`config.mk`:
```
export PLATFORM = sky130hd
export DESIGN_NAME = lsu
export DESIGN_NICKNAME = d
export VERILOG_FILES = /design/src/rtl/lsu_pkg.sv /design/src/rtl/lsu_load_align.sv /design/src/rtl/lsu.sv
export SDC_FILE = /design/constraint.sdc
export NUM_CORES = 1
export LEC_CHECK = 0
export ABC_AREA = 1
export ABC_CLOCK_PERIOD_IN_PS = 2240
export CORE_MARGIN = 3
export CORE_UTILIZATION = 45
export DETAILED_ROUTE_END_ITERATION = 8
export DONT_BUFFER_PORTS = 1
export HOLD_SLACK_MARGIN = 0.06
export PLACE_DENSITY_LB_ADDON = 0.08
export SLEW_MARGIN = 20
export SYNTH_ARGS = -nofsm -noshare
export SYNTH_HDL_FRONTEND = slang
export SYNTH_SLANG_ARGS = --single-unit
```
`constraint.sdc`:
```
create_clock -name clk -period 2.24 [get_ports clk]
set_input_delay 0.224 -clock clk [delete_from_list [all_inputs] [get_ports clk]]
set_output_delay 0.224 -clock clk [all_outputs]
set_load 0.1 [all_outputs]
```
`src/rtl/lsu_pkg.sv`:
```
// Shared RV32I load/store width codes, FSM state type and request legality check.
package lsu_pkg;

  localparam logic [2:0] F3_B  = 3'b000;
  localparam logic [2:0] F3_H  = 3'b001;
  localparam logic [2:0] F3_W  = 3'b010;
  localparam logic [2:0] F3_BU = 3'b100;
  localparam logic [2:0] F3_HU = 3'b101;

  typedef enum logic [1:0] {
    IDLE,
    ISSUE,
    WAIT,
    RESP
  } state_e;

  // 1 when the request is illegal for its direction or misaligned for its width.
  function automatic logic req_bad(input logic we, input logic [2:0] f3, input logic [1:0] a);
    logic legal;
    logic mis;
    case (f3)
      F3_B, F3_H, F3_W: legal = 1'b1;
      F3_BU, F3_HU:     legal = !we;
      default:          legal = 1'b0;
    endcase
    mis = ((f3[1:0] == 2'b01) && a[0]) || ((f3[1:0] == 2'b10) && (a != 2'b00));
    return !legal || mis;
  endfunction

endpackage

```
`src/rtl/lsu_load_align.sv`:
```
// Picks the addressed byte/halfword out of a RAM word and extends it per funct3.
module lsu_load_align
  import lsu_pkg::*;
(
  input  logic [31:0] rdata,
  input  logic [1:0]  addr_lo,
  input  logic [2:0]  funct3,
  output logic [31:0] result
);

  logic [7:0]  byte_sel;
  logic [15:0] half_sel;

  always_comb begin
    case (addr_lo)
      2'd0:    byte_sel = rdata[7:0];
      2'd1:    byte_sel = rdata[15:8];
      2'd2:    byte_sel = rdata[23:16];
      default: byte_sel = rdata[31:24];
    endcase
    half_sel = addr_lo[1] ? rdata[31:16] : rdata[15:0];

    case (funct3)
      F3_B:    result = {{24{byte_sel[7]}}, byte_sel};
      F3_BU:   result = {24'd0, byte_sel};
      F3_H:    result = {{16{half_sel[15]}}, half_sel};
      F3_HU:   result = {16'd0, half_sel};
      default: result = rdata;
    endcase
  end

endmodule

```
`src/rtl/lsu.sv`:
```
// Single-outstanding load/store unit between a core request port and a byte-lane word RAM.
module lsu
  import lsu_pkg::*;
(
  input  logic        clk,
  input  logic        rst,
  input  logic        req_valid,
  output logic        req_ready,
  input  logic        req_we,
  input  logic [2:0]  req_funct3,
  input  logic [31:0] req_addr,
  input  logic [31:0] req_wdata,
  output logic        rsp_valid,
  output logic [31:0] rsp_rdata,
  output logic        rsp_err,
  output logic [31:0] mem_addr,
  output logic        mem_read,
  output logic [3:0]  mem_write,
  output logic [31:0] mem_wdata,
  input  logic [31:0] mem_rdata
);

  state_e      state_q, state_d;
  logic        we_q, we_d;
  logic [2:0]  funct3_q, funct3_d;
  logic [31:0] addr_q, addr_d;
  logic [31:0] mem_wdata_q, mem_wdata_d;
  logic [3:0]  mem_write_q, mem_write_d;
  logic        mem_read_q, mem_read_d;
  logic        req_ready_q, req_ready_d;
  logic        rsp_valid_q, rsp_valid_d;
  logic        rsp_err_q, rsp_err_d;
  logic [31:0] rsp_rdata_q, rsp_rdata_d;

  logic [3:0]  st_strb;
  logic [31:0] st_data;
  logic [31:0] ld_result;

  lsu_load_align u_align (
    .rdata   (mem_rdata),
    .addr_lo (addr_q[1:0]),
    .funct3  (funct3_q),
    .result  (ld_result)
  );

  // Store lane placement is computed from the live request so strobes are ready at ISSUE.
  always_comb begin
    case (req_funct3[1:0])
      2'b00: begin
        st_strb = 4'b0001 << req_addr[1:0];
        st_data = {4{req_wdata[7:0]}};
      end
      2'b01: begin
        st_strb = req_addr[1] ? 4'b1100 : 4'b0011;
        st_data = {2{req_wdata[15:0]}};
      end
      default: begin
        st_strb = 4'b1111;
        st_data = req_wdata;
      end
    endcase
  end

  always_comb begin
    state_d     = state_q;
    we_d        = we_q;
    funct3_d    = funct3_q;
    addr_d      = addr_q;
    mem_wdata_d = mem_wdata_q;
    mem_write_d = '0;
    mem_read_d  = 1'b0;
    rsp_valid_d = 1'b0;
    rsp_err_d   = rsp_err_q;
    rsp_rdata_d = rsp_rdata_q;

    case (state_q)
      IDLE: begin
        if (req_valid) begin
          we_d     = req_we;
          funct3_d = req_funct3;
          addr_d   = req_addr;
          if (req_bad(req_we, req_funct3, req_addr[1:0])) begin
            state_d     = RESP;
            rsp_valid_d = 1'b1;
            rsp_err_d   = 1'b1;
            rsp_rdata_d = '0;
          end else begin
            state_d     = ISSUE;
            mem_read_d  = !req_we;
            mem_write_d = req_we ? st_strb : 4'b0000;
            mem_wdata_d = st_data;
          end
        end
      end
      ISSUE: begin
        if (we_q) begin
          state_d     = RESP;
          rsp_valid_d = 1'b1;
          rsp_err_d   = 1'b0;
          rsp_rdata_d = '0;
        end else begin
          state_d = WAIT;
        end
      end
      WAIT: begin
        state_d     = RESP;
        rsp_valid_d = 1'b1;
        rsp_err_d   = 1'b0;
        rsp_rdata_d = ld_result;
      end
      default: state_d = IDLE;
    endcase

    req_ready_d = (state_d == IDLE);
  end

  always_ff @(posedge clk) begin
    if (rst) begin
      state_q     <= IDLE;
      we_q        <= 1'b0;
      funct3_q    <= '0;
      addr_q      <= '0;
      mem_wdata_q <= '0;
      mem_write_q <= '0;
      mem_read_q  <= 1'b0;
      req_ready_q <= 1'b1;
      rsp_valid_q <= 1'b0;
      rsp_err_q   <= 1'b0;
      rsp_rdata_q <= '0;
    end else begin
      state_q     <= state_d;
      we_q        <= we_d;
      funct3_q    <= funct3_d;
      addr_q      <= addr_d;
      mem_wdata_q <= mem_wdata_d;
      mem_write_q <= mem_write_d;
      mem_read_q  <= mem_read_d;
      req_ready_q <= req_ready_d;
      rsp_valid_q <= rsp_valid_d;
      rsp_err_q   <= rsp_err_d;
      rsp_rdata_q <= rsp_rdata_d;
    end
  end

  assign req_ready = req_ready_q;
  assign rsp_valid = rsp_valid_q;
  assign rsp_err   = rsp_err_q;
  assign rsp_rdata = rsp_rdata_q;
  assign mem_addr  = addr_q;
  assign mem_read  = mem_read_q;
  assign mem_write = mem_write_q;
  assign mem_wdata = mem_wdata_q;

endmodule
```
; ---- Yosys cells after proc, flatten, opt, wreduce, memory -nomap -nowiden
; Index checks and enable logic that the tools add are counted.
[op_classes]
n_addsub = 0
multipliers = 0
div_mod_pow = 0
n_lt_le_gt_ge = 0
eq_ne = 16
n_shift = 1
n_mux = 25
n_bitwise = 4
reduce_logical = 21
[op_table]
columns = op, count
row1 = 32-bit one-hot mux with 4 select lines, 1
row2 = 32-bit 2-to-1 mux, 3
row3 = 32-bit one-hot mux with 3 select lines, 1
row4 = 32-bit one-hot mux with 2 select lines, 1
row5 = 8-bit one-hot mux with 3 select lines, 1
row6 = 16-bit 2-to-1 mux, 1
row7 = 3-bit equality test (second input constant), 4
row8 = 1-bit 2-to-1 mux, 9
row9 = 2-bit zero test, 4
row10 = 4-bit one-hot mux with 2 select lines, 1
row11 = 2-bit by 1-bit equality test with 1-bit output (second input constant), 3
row12 = 2-bit equality test (second input constant), 3
row13 = 3-bit by 1-bit equality test with 1-bit output (second input constant), 2
row14 = 3-bit zero test, 2
row15 = 2-bit != test (second input constant), 3
row16 = 1-bit one-hot mux with 3 select lines, 2
row17 = 2-bit one-hot mux with 3 select lines, 1
row18 = 5-bit OR reduction, 1
row19 = 2-bit 2-to-1 mux, 2
row20 = 4-bit 2-to-1 mux, 1
row21 = 1-bit NOT, 4
row22 = 4-bit AND reduction, 1
row23 = 4-bit OR reduction, 1
row24 = 1-bit by 2-bit left shift with 4-bit output (first input constant), 1
row25 = 11 further kinds, 14
[totals]
regBits = 110
latch_bits = 0
ramBits = 0
romBits = 0
inputBits = 103
output_inout_bits = 104
wordCells = 78
memories = 0

; ---- Logic depth before layout (Yosys ltp)
; Gate-level depths: netlist of run 1.
[logic_depth]
ltp_word = 11
depth_mapped = 11
mapped_depth_nobuf = 10

; ---- Cells and area by module
; Synthesis of run 1 repeated with hierarchy kept, for this count alone.
[hier_totals]
cells_unflattened = 860
hier_area_um2 = 5492.8
[by_module_without_submodules]
columns = module, n_inst, cells_each, area_each_um2, seq_area_each_um2
row1 = lsu, 1, 668, 4596.9, 2202.1
row2 = lsu_load_align, 1, 192, 895.9, 0.0

; ---- Worst setup path after synthesis of run 1
; No wires, ideal clock.
[synth_path]
path_kind = register to register
start = reg addr_q[1], in the netlist mem_addr[1]
end = reg rsp_rdata_q[21], in the netlist rsp_rdata[21]
setup_time_ns = 0.132
arrival_ns = 2.054
required_ns = 2.108
setup_slack_ns = 0.054
path_stages_with_launch = 10
path_buffers = 2
period_less_slack_ns = 2.186
path_cell_list = dfxtp_1 > buf_2 > inv_2 > nand2_1 > nand3_1 > nand4_4 > nand3_4 > buf_6 > nand2_1 > a21oi_1
[synth_between]
elab_chain_len = 4
word_cells_on_any_way = 7
cone_classes = eq/ne (2) / mux (4) / reduce/logical (1)
[synth_lines]
columns = element, line_no
row1 = start: declaration, lsu.sv:26  ; logic [31:0] addr_q, addr_d;
row2 = start signal: assignment, lsu.sv:134  ; addr_q <= addr_d;
row3 = "2-bit equality test, or another cell as far along", lsu_load_align.sv:15  ; case (addr_lo)
row4 = 8-bit one-hot mux with 3 select lines, lsu_load_align.sv:15
row5 = 32-bit one-hot mux with 4 select lines *, lsu_load_align.sv:23  ; case (funct3)
row6 = 32-bit one-hot mux with 3 select lines *, lsu.sv:76  ; case (state_q)
row7 = end signal: assignment, lsu.sv:141  ; rsp_rdata_q <= rsp_rdata_d;
row8 = end: declaration, lsu.sv:33  ; logic [31:0] rsp_rdata_q, rsp_rdata_d;
; Every way passes the cells marked *; elsewhere a longest branch is shown, timed or not.
; A chain may end at the register's enable or synchronous reset.

; ---- Worst setup path after layout of run 1
[layout_path]
start = reg funct3_q[0]
end = reg rsp_rdata_q[4], in the netlist rsp_rdata[4]
[layout_between]
elab_chain_len = 3
word_cells_on_any_way = 6
cone_classes = eq/ne (3) / mux (2) / reduce/logical (1)
[layout_lines]
columns = element, line_no
row1 = start: declaration, lsu.sv:25  ; logic [2:0] funct3_q, funct3_d;
row2 = start signal: assignment, lsu.sv:133  ; funct3_q <= funct3_d;
row3 = "3-bit equality test, or another cell as far along", lsu_load_align.sv:23
row4 = 32-bit one-hot mux with 4 select lines *, lsu_load_align.sv:23
row5 = 32-bit one-hot mux with 3 select lines *, lsu.sv:76
; Marks and branches as above.

==> results.toml, run 1 <==
[outcome]
status = "completed"

[die]
die_area_um2 = 12200
io_pins = 207
num_rows = 37
core_region_area_um2 = 10500
dieHeight_um = 110
start_util_pct = 46.9
die_w_um = 110

[worst_setup_path]
critical_path_class = "reg2reg"
reg2reg_from = "funct3_q[0]$_SDFFE_PP0P_"
endpoint_kind = "flip-flop"
ff2ff_path_depth = 9
critPathRequiredTime_ns = 2.51
crit_path_start_kind = "flip-flop"
cp.arrival_ns = 2.15
r2r_end = "rsp_rdata[4]$_SDFFE_PP0P_"
r2r_slack_ns = 0.36
crit_fanout = 12

[routing]
wire_per_inst_um = 15.8
vias_per_cell = 5.28
drc_errors = 0
drt_iter0_drc = 512
ant_nets = 0
num_vias = 5292
first_pass_iters = 5
finalWirelength_um = 15900

[power_and_ir_drop]
ir_drop_mv = 1.12
p_per_area_nw_per_um2 = 1510
p_leak_nw = 3.01
fin_total_pwr_mw = 9.89

[grt]
grt_max_degree = 52
grt-ovfl-total = 0
grt_pass1_wl_um = 25900
grt_pass1_vias = 5104
track_usage_pct = 25.5
antenna_found_initial = 0

[worst_hold_path]
holdPathStages = 2
min_to = "mem_addr[5]$_SDFFE_PP0P_"
min_from = "req_addr[5]"
min_path_type = "in2reg"

[timing]
slew_viol_final = 0
hold_ws_ns = 0.0777
worstMarginPinSlew_ns = 0.833
setup_violations = 0
post-route-period-util_pct = 84.0
maxSlewHeadroom_pct = 44.3
worst_slack_ns = 0.358
finalHoldViolations = 0
clock.fmax_mhz = 531
min_period_ns = 1.88
final.setup.tns_ns = 0
skew_ns = 0.00675
grt_setup_unrepaired = "false"

[cells_and_area]
fill_cells = 984
fin_util_pct = 62.7
fin_cells = 1003
final_nets = 969
finish.instance_area_um2 = 6560
diodes = 0
final_layout_size_suffix_gt1_share_pct = 16.1
areaGrowthSynthToFinish_pct = 33.8

[synthesis]
yosysWarnings = 0
synth_seq_cells = 110
synth.area.top_cells = "dfxtp_1 45%, nand2_1 12%, nor2_1 11%"
netlist_instances = 722
yosys.area.top_type = "dfxtp_1"
synth_top_area_share_pct = 44.9
netlist_area_um2 = 4910
ys_types = 26
avgSynthCellArea_um2 = 6.80
synth_nets = 829
ys_seq_area_share_pct = 44.9

[clock_tree]
clock_latency_ns = 0.36
clock_path_buffers = 2
cts_resized = 0
cts_tree = "done"
cts_buffers = 9
clock-sinks = 110
cts.clk_slew.worst_paths_ns = 0.10
root_buffer = "clkbuf_8"
cts-htree-levels = 3

[run]
maxCapViolCount = 0

[place]
place_area_um2 = 5730
dp.cells = 926
dp_slack_ns = 0.440
io_buffers = 0
hpwl_um = 10700
gp_congestion = 1.01
==> flip-flops by register name (all words and copies together) (netlist names), 2 cells and up <==
register   cells
mem_addr      32
mem_wdata     32
rsp_rdata     32
mem_write      4
funct3_q       3
state_q        2
==> logic make-up (layout without fill, tap and decap cells) <==
group | after synthesis | after routing | share of synthesized area, %
AOI/OAI and AO/OA | 199 | 199 | 20.4
adders and majority gates | 4 | 4 | 1.02
and+or+nand+nor | 322 | 322 | 26.2
DFF | 110 | 110 | 44.9
buffers and inverters | 87 | 232 | 7.44
==> synth_stat cells (all sizes together) <==
cell type    n
nand2      155
nor2       140
dfxtp      110
o21ai      105
a21oi       91
inv         41
clkbuf      29
nand3       22
buf         16
ha           4
nand4        2
o211ai       2
or2          2
a21boi       1
clkinv       1
nor4         1
==> cell usage in the layout (no fill, tap or decap) <==
master / n
or2_2: 2
clkbuf_1: 1
inv_6: 1
buf_12: 1
nand2_2: 1
buf_4: 112
inv_1: 36
o211ai_1: 2
ha_1: 4
nand4_4: 1
nor2_2: 1
nand2_1: 154
nand3_2: 1
clkbuf_8: 10
nor4_1: 1
nor2_1: 139
clkinv_1: 1
a21boi_0: 1
o21ai_0: 104
a21oi_1: 91
dfxtp_1: 110
clkinvlp_4: 1
nand3_4: 1
inv_2: 5
clkinv_2: 1
dlygate4sd3_1: 61
nand4_1: 1
nand3_1: 20
bufinv_16: 2
o21ai_1: 1
==> worst max path at each step <==
stage / from / to / slack (ns)
after CTS: state_q[0]$_SDFF_PP0_ / rsp_rdata[27]$_SDFFE_PP0P_ / 0.41
after floorplan: mem_addr[1]$_SDFFE_PP0P_ / rsp_rdata[21]$_SDFFE_PP0P_ / 0.05
after global placement: state_q[0]$_SDFF_PP0_ / rsp_rdata[27]$_SDFFE_PP0P_ / 0.51
final: funct3_q[0]$_SDFFE_PP0P_ / rsp_rdata[4]$_SDFFE_PP0P_ / 0.36
after detailed placement: state_q[0]$_SDFF_PP0_ / rsp_rdata[27]$_SDFFE_PP0P_ / 0.44
after global routing: funct3_q[0]$_SDFFE_PP0P_ / rsp_rdata[4]$_SDFFE_PP0P_ / 0.12
==> critical path: stages, from the launching register on <==
cell and delay (ns):
dfxtp_1 0.57, inv_1 0.12, nand2_1 0.24, nand2_1 0.12
nand2_1 0.19, inv_1 0.10, o21ai_0 0.21, a21oi_1 0.07
nor2_1 0.11, nor2_1 0.05
==> metal layers <==
layer,vias to the layer above,GRT usage [%],routed length (µm)
met5,-,0,0
met4,0,9.11,464
met3,39,9.21,1640
met2,239,42.4,7550
met1,2410,30.3,6210
li1,2604,-,-
==> power by group <==
group	switching [mW]	internal, mW
clock	0.680	0.664
combinational	4.71	1.28
sequential	0.174	2.39
total	5.56	4.33
==> layout make-up <==
class | instances | area, µm² | area share (%)
multi-input cells | 525 | 2340 | 35.6
flip-flops and latches | 110 | 2200 | 33.5
repair buffers | 174 | 1470 | 22.4
inverters | 42 | 158 | 2.40
clock buffers | 11 | 141 | 2.15
well taps | 136 | 170 | 2.59
clock inverters | 5 | 81.3 | 1.24
==> repair_timing <==
item	4_1_cts	5_1_grt
endpoints found under the hold margin	83	1
setup buffers	0	0
hold buffers	60	1
No activity file was read; power rests on OpenSTA's default activity.
==> run 2, diff against run 1 <==
--- a/config.mk
+++ b/config.mk
@@ -6,7 +6,7 @@
 export NUM_CORES = 1
 export LEC_CHECK = 0
 export ABC_AREA = 1
-export ABC_CLOCK_PERIOD_IN_PS = 2240
+export ABC_CLOCK_PERIOD_IN_PS = 2000
 export CORE_MARGIN = 3
 export CORE_UTILIZATION = 45
 export DETAILED_ROUTE_END_ITERATION = 8
==> constraint.sdc (replaced) <==
create_clock -name clk -period 2 [get_ports clk]
set_input_delay 0.2 -clock clk [delete_from_list [all_inputs] [get_ports clk]]
set_output_delay 0.2 -clock clk [all_outputs]
set_load 0.1 [all_outputs]
==> run 2 against run 1 <==
Global-route usage about the same; register-to-register slack got worse by 0.14 ns; maximum frequency increased by 5.7%; first-iteration DRC count increased by 19%; clock power increased by 13%; setup slack got worse by 0.14 ns; sequential share of layout area decreased by 0.54 points; design area increased by 1.8%.
==> results.toml, run 2 (synthesized netlist as in run 1, its figures left out) <==
[routing]
num_vias = 5357
vias_per_cell = 5.28
drt_iter0_drc = 608
first_pass_iters = 6
ant_nets = 0
wire_per_inst_um = 15.9
finalWirelength_um = 16200
drc_errors = 0

[power_and_ir_drop]
p_leak_nw = 3.06
fin_total_pwr_mw = 11.3
p_per_area_nw_per_um2 = 1690
ir_drop_mv = 0.851

[worst_setup_path]
slowest_stage = "dfxtp_1"
cp.arrival_ns = 2.03
path_cells = "inv_1 > ha_1 > nand3_2 > nor2_2 > buf_12 > inv_2 > nor2_1 > nor2_1"
path_common_cell = "nor2_1"
slowest_delay_ns = 0.34
critPathRequiredTime_ns = 2.25
crit_family = "simple AND/OR/NAND/NOR gates"
crit_buf_inv = 3
critical_path_class = "reg2reg"
crit_path_start_kind = "flip-flop"
endpoint_kind = "flip-flop"
crit_fanout = 50

[place]
dp_slack_ns = 0.137
gp_congestion = 0.921
io_buffers = 0
hpwl_um = 10800

[die]
start_util_pct = 46.9
die_w_um = 110
dieHeight_um = 110
num_rows = 37
io_pins = 207
core_region_area_um2 = 10500
die_area_um2 = 12200

[clock_tree]
clock_latency_ns = 0.37
cts_buffers = 9
cts-htree-levels = 3
root_buffer = "clkbuf_8"
clock-sinks = 110
clock_path_buffers = 2
cts_tree = "done"
cts.clk_slew.worst_paths_ns = 0.10

[grt]
grt_pass1_wl_um = 25700
track_usage_pct = 25.5
antenna_found_initial = 0
grt_pass1_vias = 5213
grt-ovfl-total = 0
grt_max_degree = 51

[timing]
setup_violations = 0
min_period_ns = 1.78
maxSlewHeadroom_pct = 41.6
post-route-period-util_pct = 89.0
finalHoldViolations = 0
worstMarginPinSlew_ns = 0.873
skew_ns = 0.0122
hold_ws_ns = 0.0765
clock.fmax_mhz = 562
worst_slack_ns = 0.219
final.setup.tns_ns = 0
slew_viol_final = 0
grt_setup_unrepaired = "false"

[run]
maxCapViolCount = 0

[cells_and_area]
final_common_cell = "nand2_1"
fin_util_pct = 63.9
final_layout_size_suffix_gt1_share_pct = 17.3
final_nets = 980
areaGrowthSynthToFinish_pct = 36.2
layout_common_cells = "154 x nand2_1, 139 x nor2_1, 118 x buf_4"
fill_cells = 943
diodes = 0

[worst_hold_path]
min_path_type = "in2reg"

[outcome]
status = "completed"
-- run 2: changes by cell type in the layout (fill, tap and decap cells not counted), moves of 3 or more --
cell	delta
buf_4	+6
dlygate4sd3_1	+4
dfxtp_1	-3
dfxtp_2	+3
-- run 2: cell type report --
class                      count  area, µm²  area share, %
clock inverter                 5       81.3           1.22
sequential                   110       2210           33.0
inverter                      42        158           2.36
tap                          136        170           2.55
timing repair buffer         185       1570           23.5
clock buffer                  11        151           2.27
multi-input combinational    525       2350           35.1
-- run 2: where the power goes --
part / internal, mW / total [mW] / switching, mW
Sequential: 2.68 / 2.89 / 0.214
Combinational: 1.56 / 6.89 / 5.33
Clock: 0.774 / 1.52 / 0.741
-- run 2: worst register-to-register path, cell delays in order, from the launching register on --
cell	delay, ns
dfxtp_1	0.34
inv_1	0.11
ha_1	0.25
nand3_2	0.15
nor2_2	0.16
buf_12	0.22
inv_2	0.19
nor2_1	0.19
nor2_1	0.07
-- run 2: metrics by stage --
stage               instances  cell area (µm²)
floorplan                 722             4910
global placement          931             5770
detailed placement        931             5770
CTS                      1012             6650
global route             1014             6680
finish                   1014             6680
-- run 2: path summary, 6_finish.rpt --
check	start	to	slack, ns	cells past startpoint
setup / recovery	state_q[0]$_SDFF_PP0_	mem_wdata[0]$_SDFFE_PP0P_	0.22	8
hold / removal	req_wdata[22]	mem_wdata[22]$_SDFFE_PP0P_	0.08	4
setup reg to reg	state_q[0]$_SDFF_PP0_	mem_wdata[0]$_SDFFE_PP0P_	0.22	8
hold reg to reg	rsp_rdata[5]$_SDFFE_PP0P_	rsp_rdata[5]$_SDFFE_PP0P_	0.47	2
-- run 2: what timing repair did --
item                       CTS  global route
hold endpoints to repair    91             0
gates resized for setup      0             4
setup endpoints to repair    0            19
hold buffers                65             0
setup buffers                0             2
-- run 2: layer usage --
layer / GRT usage (%) / routed length (µm) / up-vias
li1: - / - / 2625
met5: 0 / 0 / -
met3: 7.78 / 1500 / 29
met1: 30.5 / 6580 / 2447
met2: 43.6 / 7780 / 256
met4: 8.29 / 302 / 0
==> run 3, diff against run 2 <==
--- a/config.mk
+++ b/config.mk
@@ -7,13 +7,15 @@
 export LEC_CHECK = 0
 export ABC_AREA = 1
 export ABC_CLOCK_PERIOD_IN_PS = 2000
+export CAP_MARGIN = 20
 export CORE_MARGIN = 3
 export CORE_UTILIZATION = 45
 export DETAILED_ROUTE_END_ITERATION = 8
 export DONT_BUFFER_PORTS = 1
-export HOLD_SLACK_MARGIN = 0.06
+export HOLD_SLACK_MARGIN = 0.03
 export PLACE_DENSITY_LB_ADDON = 0.08
 export SLEW_MARGIN = 20
 export SYNTH_ARGS = -nofsm -noshare
 export SYNTH_HDL_FRONTEND = slang
 export SYNTH_SLANG_ARGS = --single-unit
+export TNS_END_PERCENT = 1
==> run 3 against run 2 <==
Sequential share of layout area rose by 0.68 points; design area fell by 2.1%; first-iteration DRC count fell by 17%; critical endpoint is now rsp_rdata[27]$_SDFFE_PP0P_.
==> results.toml, run 3 (synthesized netlist as in run 1, its figures left out) <==
[outcome]
status = "completed"

[cells_and_area]
final_layout_size_suffix_gt1_share_pct = 16.7
diodes = 0
fill_cells = 970
final_nets = 971
finish.instance_area_um2 = 6540
fin_cells = 1005
fin_util_pct = 62.5
areaGrowthSynthToFinish_pct = 33.3
final_common_cell = "nand2_1"
layout_common_cells = "154 x nand2_1, 139 x nor2_1, 115 x buf_4"

[power_and_ir_drop]
ir_drop_mv = 1.25
p_leak_nw = 3.00
fin_total_pwr_mw = 10.9
p_per_area_nw_per_um2 = 1670

[place]
gp_congestion = 0.919
hpwl_um = 10800
dp.cells = 930
io_buffers = 0
place_area_um2 = 5760

[clock_tree]
cts-htree-levels = 3
cts_buffers = 9
clock_latency_ns = 0.38
cts_tree = "done"
clock_path_buffers = 2
cts.clk_slew.worst_paths_ns = 0.11
clock-sinks = 110
root_buffer = "clkbuf_8"
post_cts_buffers = 0

[timing]
worstMarginPinSlew_ns = 0.851
hold_ws_ns = 0.0524
post-route-period-util_pct = 90.5
clock.fmax_mhz = 553
finalHoldViolations = 0
setup_violations = 0
slew_viol_final = 0
skew_ns = 0.0107
grt_setup_unrepaired = "false"
maxSlewHeadroom_pct = 43.1
min_period_ns = 1.81

[routing]
finalWirelength_um = 16100
wire_per_inst_um = 16.0
drc_errors = 0
first_pass_iters = 6
wl_met3_um = 1640
routed-wl-met2_um = 7700
num_vias = 5321
wl_met1_um = 6280
vias_per_cell = 5.29
ant_nets = 0
drt_iter0_drc = 503
highest_layer = "met4"

[grt]
antenna_found_initial = 0
grt-ovfl-total = 0
grt_pass1_wl_um = 26000
grt_max_degree = 47
grt_pass1_vias = 5207
track_usage_pct = 25.9

[die]
core_region_area_um2 = 10500
num_rows = 37
die_w_um = 110
start_util_pct = 46.9
dieHeight_um = 110
die_area_um2 = 12200
io_pins = 207

[worst_setup_path]
cp.arrival_ns = 2.12
critical_path_class = "reg2reg"
endpoint_kind = "flip-flop"
crit_path_start_kind = "flip-flop"
ff2ff_path_depth = 10
critPathRequiredTime_ns = 2.31
crit_fanout = 46

[run]
maxCapViolCount = 0

[worst_hold_path]
holdPathStages = 4
min_path_type = "in2reg"
run 3: worst paths after layout:
check / slack, ns / startpoint / endpoint
setup reg to reg: 0.19 / state_q[0]$_SDFF_PP0_ / rsp_rdata[27]$_SDFFE_PP0P_
hold / removal: 0.05 / mem_rdata[5] / rsp_rdata[5]$_SDFFE_PP0P_
hold reg to reg: 0.48 / rsp_rdata[23]$_SDFFE_PP0P_ / rsp_rdata[23]$_SDFFE_PP0P_
setup / recovery: 0.19 / state_q[0]$_SDFF_PP0_ / rsp_rdata[27]$_SDFFE_PP0P_
run 3: what timing repair did:
item	CTS	global route
hold buffers	59	0
setup endpoints to repair	0	12
endpoints found under the hold margin	84	0
gates resized for setup	0	1
run 3: critical path, cell delays in order (launching register included):
cell and delay [ns]:
dfxtp_1 0.38, inv_1 0.09, ha_1 0.26, nand2_1 0.11, o21ai_0 0.08, a21oi_1 0.15, nand2_2 0.09, buf_6 0.22
nor2_1 0.13, nand2_1 0.07, a21oi_1 0.15
run 3: per-layer routing:
metal	GRT usage, %	vias to the layer above
met2	43.0	275
met1	31.1	2384
met3	8.00	45
met4	11.0	0
li1	-	2617
met5	0	-
run 3: per-stage QoR:
step	setup TNS, ns	worst slack (ns)
final	0	0.191
after detailed placement	0	0.147
after global routing	0	0.00439
after floorplan	-0.0474	-0.0158
after CTS	0	0.109
after global placement	0	0.294
run 3: final cells by class:
cell class,instances,area [µm²],share of cell area (%)
Sequential cell,110,2200,33.7
Clock buffer,12,155,2.37
Timing Repair Buffer,176,1490,22.7
Multi-Input combinational cell,525,2340,35.8
Tap cell,136,170,2.60
Inverter,42,158,2.41
Clock inverter,4,30.0,0.459
run 3: power by group:
part	switching, mW	internal [mW]	total [mW]
sequential	0.200	2.68	2.88
combinational	5.29	1.46	6.74
clock	0.767	0.528	1.29
==> RTL edit 1: new RTL, config.mk and constraints of run 2 <==
Make the reset (`rst`) asynchronous in one clocked block.
--- a/src/rtl/lsu.sv
+++ b/src/rtl/lsu.sv
@@ -114,7 +114,7 @@
     req_ready_d = (state_d == IDLE);
   end
 
-  always_ff @(posedge clk) begin
+  always_ff @(posedge clk or posedge rst) begin
     if (rst) begin
       state_q     <= IDLE;
       we_q        <= 1'b0;
Check against the original RTL: differs if rst is asserted again (counterexample within 4 cycles, from zero or initial values and one cycle with rst high); with rst held inactive, the same outputs for 4 cycles.
==> RTL edit 1 against run 2 <==
  * Global-route usage is 1.9 points lower
  * Routed wire length shrank 8.1%
  * Synthesized area up 5.6%
  * Cell area is 2.4% higher
  * Sequential cell count unchanged
  * Worst setup slack improved by 0.0083 ns
  * Count of clock-buffer cells in the layout down 2
  * Largest cell class is now flip-flops and latches
Power is not shown: default switching activity piles up to over one toggle a cycle in this logic, so the estimate is an artifact.
==> RTL edit 1: results (changes against run 2) <==
max-slew violations 0 (unchanged); max incr delay on CP 0.41 ns (+0.07 ns); status finished clean; Synth cell types 26 (unchanged); root buffer cell clkbuf_16; layout cell share with drive strength beyond 1 17.92% (+0.61 points); HP Class input pin to register; WHS Path Cells 2 (-2); Worst Hold Launch req_wdata[21]; clock buffer depth 2 (unchanged); Overall Global Routing Usage 23.64% (-1.9 points); clock slew at reported path FFs 0.07 ns (-0.03 ns); input/output buffers 0 (unchanged); Detailed Place HPWL 10480 µm (-2.5%); slowest cell on the critical path dfrtp_1; largest net degree at the start of global routing 69 (+35%); number of global-route vias before repair 4810 (-7.7%); first-pass GRT wire length 24230 µm (-5.7%); Gates resized, CTS repair 0 (unchanged); main area contributors after synthesis dfrtp_1 (53%), nand2_1 (19%), o21ai_0 (7.6%); cts bufs inserted 9 (unchanged); register-to-register setup slack 0.23 ns; Fin Hold WS 0.06330 ns (-0.01324 ns); delay-heaviest family, CP simple AND/OR/NAND/NOR gates; Hold-fix buffers, CTS 47 (-28%); Top FF cell, synth dfrtp_1; H-tree level count 3 (unchanged); data arrival time of the worst path 2.02 ns; initial DRC count 370 (-39%); initial antenna violation count 0 (unchanged); Post-synth ARST share 100.0% (+100 points); R2R depth 10 (+2); most instantiated cells after synthesis nand2_1 (268), dfrtp_1 (109), o21ai_0 (79), nor2_1 (47), a21oi_1 (33); Worst R2R End rsp_rdata[29]; Critical Path Fanout Max 26 (-48%); syn_nets 771 (-7.0%); Via-to-Cell Ratio 5.067 (-4.1%); insertion delay to the later sink of the worst-skew pair 0.35 ns (-0.02 ns); drt wl/cell 15.66 µm (-1.8%); yosys warns 0 (unchanged); Layout Skew 0.004660 ns (-0.007539 ns); Fin. Hold Viols 0 (unchanged); antenna cell count 0 (unchanged); Final Net Count 912 (-6.9%); DRT Pass-1 Iters 6 (unchanged); Placer Congestion 0.8962 (-2.7%); Fillers 995 (+5.5%); worst r2r src state_q[1]; Endpoint, Worst Hold mem_wdata[21]; Tightest Pin Transition 0.5887 ns (-0.2839 ns); post-CTS setup buffers 0 (unchanged); fraction of the yosys area taken by sequential cells 53.14% (+8.3 points)
[RTL edit 1: cell count changes after synthesis, moves of 8 or more]
cell      delta
o21ai_0     -25
nor2_1      -92
a21oi_1     -58
nand2_1    +114
dfxtp_1    -110
clkbuf_1    -12
inv_1        -8
nand3_1     +10
dfrtp_1    +109
[RTL edit 1: routing by layer]
layer  global-route usage (%)  part of all wire, %  vias up
met4                    7.212                  1.3        0
met2                    39.85                   50      181
met5                        0                    0        -
met3                    7.219                  9.1       14
li1                         -                    -     2392
met1                    29.23                   40     2222
[RTL edit 1: worst max path at each step]
stage,startpoint,slack (ns),depth (start not counted),to
final,state_q[1],0.23,10,rsp_rdata[29]
after global routing,state_q[1],0.04,10,rsp_rdata[30]
after CTS,state_q[0],0.23,10,rsp_rdata[29]
after detailed placement,state_q[1],0.25,10,rsp_rdata[29]
after global placement,state_q[0],0.37,10,rsp_rdata[18]
after floorplan,mem_addr[0],0.17,5,rsp_rdata[1]
[RTL edit 1: cell families after synthesis]
kind of cell | synth area share, %
flip-flops | 53.14
buffers and inverters | 5.311
adder cells (fa/ha/maj) | 0.9658
AO/OA/AOI/OAI | 12.26
AND/OR/NAND/NOR | 28.32
[RTL edit 1: per-stage QoR]
stage | util (%) | setup WS, ns | cells | cell area [µm²]
global placement | 55.23 | 0.3655 | 886 | 6092
finish | 62.06 | 0.2277 | 949 | 6845
detailed placement | 55.23 | 0.2459 | 886 | 6092
CTS | 61.97 | 0.2294 | 948 | 6835
global route | 62.06 | 0.04464 | 949 | 6845
floorplan | - | 0.1730 | 664 | 5187
[RTL edit 1: area by class of cell]
| type | count | area share, % |
|---|---|---|
| Clock inverter | 6 | 0.6946 |
| Inverter | 33 | 1.864 |
| Multi-Input combinational cell | 489 | 31.46 |
| Tap cell | 140 | 2.559 |
| Clock buffer | 9 | 3.290 |
| Sequential cell | 110 | 40.25 |
| Timing Repair Buffer | 162 | 19.89 |
==> RTL edit 2: new RTL, settings of run 2 <==
Made on the original files. Encoding of `state_e`: now one-hot (4 bits for 4 states).
--- a/src/rtl/lsu_pkg.sv
+++ b/src/rtl/lsu_pkg.sv
@@ -7,11 +7,11 @@
   localparam logic [2:0] F3_BU = 3'b100;
   localparam logic [2:0] F3_HU = 3'b101;
 
-  typedef enum logic [1:0] {
-    IDLE,
-    ISSUE,
-    WAIT,
-    RESP
+  typedef enum logic [3:0] {
+    IDLE  = 4'b0001,
+    ISSUE = 4'b0010,
+    WAIT  = 4'b0100,
+    RESP  = 4'b1000
   } state_e;
 
   // 1 when the request is illegal for its direction or misaligned for its width.
Formal check against the unedited RTL: same outputs for any inputs over 4 cycles, from zero or initial values and one cycle with rst high; so few cycles prove little.
==> RTL edit 2 against run 2 <==
  * Synthesized area up 1.6%
  * Sequential share of layout area up 3.6 points
  * Non-clock buffer count decreased by 60
  * The run now ends with hold timing left
  * Largest cell class unchanged
  * Cell area decreased by 8.4%
  * Sequential cell count increased by 2
  * Routed wire length decreased by 8.0%
  * Global-route usage fell by 2.5 points
  * Clock skew increased by 0.0019 ns
  * Worst setup slack worse by 0.077 ns
Power is not compared: it rests on default switching activity, and its combinational part moved more than twofold at a synthesized area within 25%.
==> RTL edit 2: results (changes against run 2) <==
slowest cell on the critical path dlygate4sd3_1; Endpoint, Worst Hold mem_wdata[0]; status complete, but fails checks; data arrival time of the worst path 2.15 ns (+0.12 ns); Via-to-Cell Ratio 5.102 (-3.4%); first-pass GRT wire length 23180 µm (-9.8%); register-to-register setup slack 0.14 ns (-0.08 ns); initial DRC count 285 (-53%); Compound-Gate Fraction of Synth Area 16.46% (-4.0 points); CP Launch Point state_q[1]; XOR/XNOR share of the synthesized area 0% (unchanged); DRT Pass-1 Iters 5 (-1); failing checks hold timing; drt wl/cell 15.63 µm (-2.0%); Seq group 2.37 mW; Overall Global Routing Usage 22.97% (-2.5 points); Synth cell types 27 (+3.8%); Adder-Cell Fraction of Synth Area 0% (-1.0 points); Finished Layout Cells 952 (-6.1%); fraction of the yosys area taken by sequential cells 44.96% (+0.082 points); post-synthesis cell area 4987 µm² (+1.6%); syn_area_per_cell 6.975 µm² (+2.6%); Detailed Place HPWL 10270 µm (-4.4%); Fin Hold WS -0.1342 ns (-0.2108 ns); main area contributors after synthesis dfxtp_1 (45%), nand2_1 (20%), a21oi_1 (10%); R2R depth 6 (-2); max incr delay on CP 0.56 ns (+0.22 ns); Worst R2R End state_q[3]; insertion delay to the later sink of the worst-skew pair 0.39 ns (+0.02 ns); Hold-fix buffers, CTS 13 (-80%); mux contribution to synthesized area 0% (unchanged); placed cell areas 5766 µm² (about the same); Setup WS pre-CTS 0.4111 ns (+0.2744 ns); layout cell share with drive strength beyond 1 20.96% (+3.6 points); Placer Congestion 0.9221 (+0.14%); most instantiated cells after synthesis nand2_1 (272), dfxtp_1 (112), a21oi_1 (102), nor2_1 (54), inv_1 (33); Peak VDD IR 581.4 µV; Fin. Hold Viols 94 (+94); Worst Hold Launch rst; Tightest Pin Transition 0.5805 ns (-0.2922 ns); Final Net Count 915 (-6.6%); root buffer cell clkbuf_8; Critical Path Fanout Max 17 (-66%); Total Power 5.325 mW; Final period util 92.88% (+3.9 points); syn_nets 818 (-1.3%); number of global-route vias before repair 4617 (-11%); largest net degree at the start of global routing 101 (+98%); WHS Path Cells 1 (-3); Layout Skew 0.01410 ns (+0.001906 ns)
[RTL edit 2: cell count changes in the layout (fill, tap and decap cells not counted), sizes merged, moves of 9 or more]
cell	delta
nand2	+134
o21ai	-77
a21oi	+21
dlygate4sd3	-52
nor2	-79
o211ai	+9
[RTL edit 2: layer usage]
layer,global-route usage [%],part of all wire [%]
met1,26.15,40
met3,8.679,9.8
met5,0,0
met2,39.20,49
met4,8.354,1.7
[RTL edit 2: what timing repair did]
item,4_1_cts,5_1_grt
setup endpoints to repair,0,3
resized for setup,0,1
setup buffers,0,1
endpoints found under the hold margin,110,94
[RTL edit 2: final cells by class]
type / instances / area, µm²
repair buffers: 125 / 974.7
well taps: 136 / 170.2
clock buffers: 10 / 137.6
inverters: 40 / 150.1
multi-input cells: 524 / 2380
clock inverters: 5 / 65.06
flip-flops and latches: 112 / 2243
fillers: 1075 / 4434
